===== config.mk =====
export PLATFORM = sky130hd
export DESIGN_NAME = frame_stream_host
export DESIGN_NICKNAME = d
export VERILOG_FILES = /design/src/rtl/frame_stream_host.sv
export SDC_FILE = /design/constraint.sdc
export NUM_CORES = 1
export LEC_CHECK = 0
export CELL_PAD_IN_SITES_DETAIL_PLACEMENT = 1
export CELL_PAD_IN_SITES_GLOBAL_PLACEMENT = 1
export CORE_MARGIN = 2
export CORE_UTILIZATION = 35
export CTS_BUF_LIST = sky130_fd_sc_hd__clkbuf_2
export DETAILED_ROUTE_END_ITERATION = 16
export PLACE_DENSITY_LB_ADDON = 0.12
export SLEW_MARGIN = 25
export SYNTH_ARGS = -nofsm -noshare
export SYNTH_HDL_FRONTEND = slang
export SYNTH_SLANG_ARGS = --single-unit

===== constraint.sdc =====
create_clock -name clk -period 6.9 [get_ports clk]
set_input_delay 1.725 -clock clk [delete_from_list [all_inputs] [get_ports clk]]
set_output_delay 1.725 -clock clk [all_outputs]
set_load 0.02 [all_outputs]

===== src/rtl/frame_stream_host.sv =====
// Host-side stream endpoint: sends one frame of incrementing-byte words to
// the app's din port, takes the same number of words back from dout, and
// keeps counts, a wrapping checksum and a stall watchdog.
module frame_stream_host #(
  parameter int FRAME_WORDS = 16,
  parameter int TIMEOUT     = 1024
) (
  input  logic        clk,
  input  logic        rst,
  input  logic        start,
  output logic        busy,
  output logic        done,
  output logic        error,
  output logic [63:0] tx_data,
  output logic        tx_valid,
  input  logic        tx_ready,
  input  logic [63:0] rx_data,
  input  logic        rx_valid,
  output logic        rx_ready,
  output logic [15:0] tx_count,
  output logic [15:0] rx_count,
  output logic [63:0] rx_sum
);
  typedef enum logic [1:0] {IDLE, RUN, DONE, ERR} state_t;

  // Watchdog only ever needs to hold values up to TIMEOUT-1.
  localparam int              WDW     = $clog2(TIMEOUT);
  localparam logic [WDW-1:0]  WD_LAST = WDW'(TIMEOUT - 1);
  localparam logic [15:0]     FW      = 16'(FRAME_WORDS);
  localparam logic [63:0]     WORD0   = 64'h0706050403020100;

  state_t         state_q;
  logic [15:0]    tx_count_q, rx_count_q;
  logic [63:0]    tx_data_q, rx_sum_q;
  logic [WDW-1:0] wd_q;
  logic           busy_q, done_q, error_q;

  logic           tx_hs, rx_hs;
  logic [15:0]    tx_count_d, rx_count_d;
  logic [WDW-1:0] wd_inc;
  logic [63:0]    tx_word_d;

  // Valid/ready depend on state and counts only, never on the far side.
  assign tx_valid   = (state_q == RUN) && (tx_count_q < FW);
  assign rx_ready   = (state_q == RUN) && (rx_count_q < FW);
  assign tx_hs      = tx_valid & tx_ready;
  assign rx_hs      = rx_valid & rx_ready;
  assign tx_count_d = tx_count_q + 16'(tx_hs);
  assign rx_count_d = rx_count_q + 16'(rx_hs);
  assign wd_inc     = wd_q + WDW'(1);

  // Next test word: every byte steps by 8, wrapping within the byte.
  always_comb begin
    tx_word_d = '0;
    for (int j = 0; j < 8; j++) tx_word_d[8*j +: 8] = tx_data_q[8*j +: 8] + 8'd8;
  end

  // Frame FSM with registered status outputs, counters, checksum and watchdog.
  always_ff @(posedge clk or posedge rst) begin
    if (rst) begin
      state_q    <= IDLE;
      tx_count_q <= '0;
      rx_count_q <= '0;
      tx_data_q  <= '0;
      rx_sum_q   <= '0;
      wd_q       <= '0;
      busy_q     <= 1'b0;
      done_q     <= 1'b0;
      error_q    <= 1'b0;
    end else begin
      case (state_q)
        IDLE, DONE, ERR: begin
          if (start) begin
            state_q    <= RUN;
            tx_count_q <= '0;
            rx_count_q <= '0;
            tx_data_q  <= WORD0;
            rx_sum_q   <= '0;
            wd_q       <= '0;
            busy_q     <= 1'b1;
            done_q     <= 1'b0;
            error_q    <= 1'b0;
          end
        end
        RUN: begin
          if (tx_hs) begin
            tx_count_q <= tx_count_d;
            tx_data_q  <= tx_word_d;
          end
          if (rx_hs) begin
            rx_count_q <= rx_count_d;
            rx_sum_q   <= rx_sum_q + rx_data;
          end
          wd_q <= (tx_hs || rx_hs) ? '0 : wd_inc;
          // Completion wins over a timeout landing in the same cycle.
          if (tx_count_d == FW && rx_count_d == FW) begin
            state_q <= DONE;
            busy_q  <= 1'b0;
            done_q  <= 1'b1;
          end else if (!(tx_hs || rx_hs) && wd_inc == WD_LAST) begin
            state_q <= ERR;
            busy_q  <= 1'b0;
            error_q <= 1'b1;
          end
        end
        default: state_q <= IDLE;
      endcase
    end
  end

  assign busy     = busy_q;
  assign done     = done_q;
  assign error    = error_q;
  assign tx_data  = tx_data_q;
  assign tx_count = tx_count_q;
  assign rx_count = rx_count_q;
  assign rx_sum   = rx_sum_q;
endmodule

==> impl_metrics.toml <==
[timing]
fmax_ghz = 0.202
report.final.hold_viol_count = 0
rsz0062_at_grt = "no"
tightest_slew_ns = 0.929
relSlewSlack = 0.375
period_share = 0.718
skew_ns = 0.0488
fin_tns_setup_ns = 0
setup_violations = 0
maxSlewViolCount = 0
fin_crit_ns = 4.95

[critical_path]
arrival_ns = 3.23
cp_slowest_cell = "nor4_1"
endpoint = "rx_ready"
critical-path-max-stage-delay_ns = 0.80
required_ns = 5.18
worst_setup_path_start_kind = "flop"
r2r_end = "busy"
reg2reg_depth = 17
worstSetupStartpoint = "rx_count[9]"
reg2reg_slack_ns = 2.13
end_kind = "primary output"
crit_chain = "nor4_1 -> nand2_1 -> nor4_1 -> clkdlybuf4s50_1"
path_class = "reg2out"
r2r_start = "rx_count[9]"
cp_max_fo = 10
critical_path.most_common_cell = "nor4_1"

[logic_synthesis]
yosysWarningCount = 0
synth_compound_area_frac = 0.198
ys.flop_type = "dfrtp_1"
synthCells = 1211
synth-edff-count = 0
synth_mux_area_frac = 0.00388
async_flop_share = 1.00
yosysSeqAreaShare = 0.369
yosys.area_share.simple = 0.208
avgSynthCellArea_um2 = 8.52
synthXorXnorAreaFrac = 0.0781
yosys.area_share.adder = 0.0954
synth_top_family_by_area = "simple AND/OR/NAND/NOR gates"
synthesis.area_um2 = 10300
synth-seq-cells = 152
netlist-cell-type-count = 66

[finish]
layout_commonest_cell = "clkdlybuf4s50_1"
multi_input_area_um2 = 6080
drive_gt1_frac = 0.0420
regArea_um2 = 3800
layout_common_cells = "221 x clkdlybuf4s50_1, 152 x dfrtp_1, 143 x nand2_1"
design_area_um2 = 13000
area_growth_pct = 26.1
num-fill-cells = 3469
final_nets = 1540

[clock_network]
root_buffer = "clkbuf_2"
post_cts_buffers = 0
ctsLongestPathBuffers = 2
h-tree-depth = 4
clock_latency_ns = 0.77
cts.repair.resized = 0
cts_tree = "yes"
clkTransAtPathRegs_ns = 0.27
clock_sinks = 152
cts_buffers = 17
hold_buffers = 0

[routing]
drc = 0
wl_per_cell_um = 18.6
dr.pass1.iters = 5
viasPerCell = 5.41
initialDrtViolationCount = 519
drtAntennaViolNets = 0
wl_um = 33200
vias = 9681

[power_and_ir_drop]
finalPower_w = 0.00548
ir_worst_vdd_mv = 0.211
pwr_density_cell_nw_per_um2 = 421
power_leakage_nw = 5.70

[grt]
grt_pass1_vias = 9853
grt_overflow_total = 0
grt_pass1_wl_um = 54200
grt_max_degree = 89
track_usage = 0.220
antenna_found_initial = 1

[floorplan]
core_um2 = 28900
initial_utilization = 0.357
rows = 62
ios = 234
die_area_um2 = 30900
die_w_um = 176
die_y_um = 176

[placement]
place_area_um2 = 12700
dp_hpwl_um = 25100
finalWeightedCongestion = 0.873
io_buffers = 221

[job]
drv_cap = 0

[outcome]
outcome = "complete, no violations"

[hold_path]
hold_class = "reg2reg"
worst max-delay path: cells and delay by family (launching register included):
kind	cells	cell delay, ns
buffers and inverters	1	0.78
AND/OR/NAND/NOR	3	1.15
flip-flops	1	0.57
how the worst min path moves through the flow:
stage / slack, ns / cells past startpoint / end / start
after floorplan: 0.44 / 1 / wd_q[5] / wd_q[5]
after global placement: 0.47 / 1 / wd_q[5] / wd_q[5]
after detailed placement: 0.47 / 1 / wd_q[5] / wd_q[5]
after CTS: 0.51 / 1 / wd_q[5] / wd_q[5]
after global routing: 0.55 / 1 / rx_sum[63] / rx_sum[63]
final: 0.50 / 1 / wd_q[5] / wd_q[5]
cells by family (layout without fill, tap and decap cells):
| kind of cell | after synthesis | after routing |
|---|---|---|
| fa+ha+maj | 78 | 78 |
| buf+inv | 105 | 289 |
| xor+xnor | 92 | 92 |
| compound gates | 330 | 330 |
| other cells | 1 | 13 |
| flops | 152 | 152 |
| simple gates | 449 | 449 |
| mux | 4 | 4 |
where the power goes:
part	total, W	switching (W)	internal (W)
clock	0.000551	0.000423	0.000127
sequential	0.00153	0.000329	0.00120
combinational	0.00341	0.00192	0.00149
metal layers:
metal / global-route usage / routed length (µm) / vias to the layer above
met5: 0 / 0 / -
met3: 0.0355 / 1160 / 18
met1: 0.309 / 16000 / 4776
met4: 0.0386 / 335 / 0
met2: 0.360 / 15700 / 204
li1: - / - / 4683
cell usage after synthesis, drive strengths merged (4+ instances only):
master  instances  area, µm²
or3             4       25.0
nand2b          8       50.1
xor2           52        455
a21o           30        225
o31ai           9       81.3
clkbuf         50        188
dfrtp         152       3800
o21a           11       90.1
o21bai         17        128
xnor2          40        350
ha             77        963
nor2           86        323
mux2i           4       40.0
a21oi          74        370
nand2         145        544
inv            27        101
nand3          78        390
and3           26        168
a31oi          11       68.8
nor4           13       87.6
o211ai          6       45.0
buf            28        199
o21ai         129        646
a221oi          4       41.3
and4            4       35.0
nor3           14       70.1
a221o           4       40.0
or2             4       25.0
nand4          37        231
nor2b          14       87.6
and2            9       56.3
per-stage QoR:
step	setup slack, ns	std cells	utilization	hold slack, ns
after detailed placement	1.45	1758	0.442	0.471
after global routing	1.39	1791	0.451	0.550
after CTS	1.74	1790	0.451	0.506
after floorplan	1.08	1222	-	0.445
after global placement	1.52	1758	0.442	0.474
final	1.95	1791	0.451	0.503
state kept, by name, indices dropped and copies added, names as in the netlist:
register / count
busy: 1
tx_data: 41
done: 1
rx_sum: 64
state_q: 2
rx_count: 16
wd_q: 10
error: 1
tx_count: 16
final cells by class:
cell class                      count  share of cell area
Multi-Input combinational cell    965               0.467
Sequential cell                   152               0.292
Timing Repair Buffer              230               0.175
Tap cell                          384              0.0369
Clock inverter                     15              0.0134
Inverter                           27             0.00818
Clock buffer                       17             0.00654
Antenna cell                        1            0.000192
No activity file was read; power rests on OpenSTA's default activity.
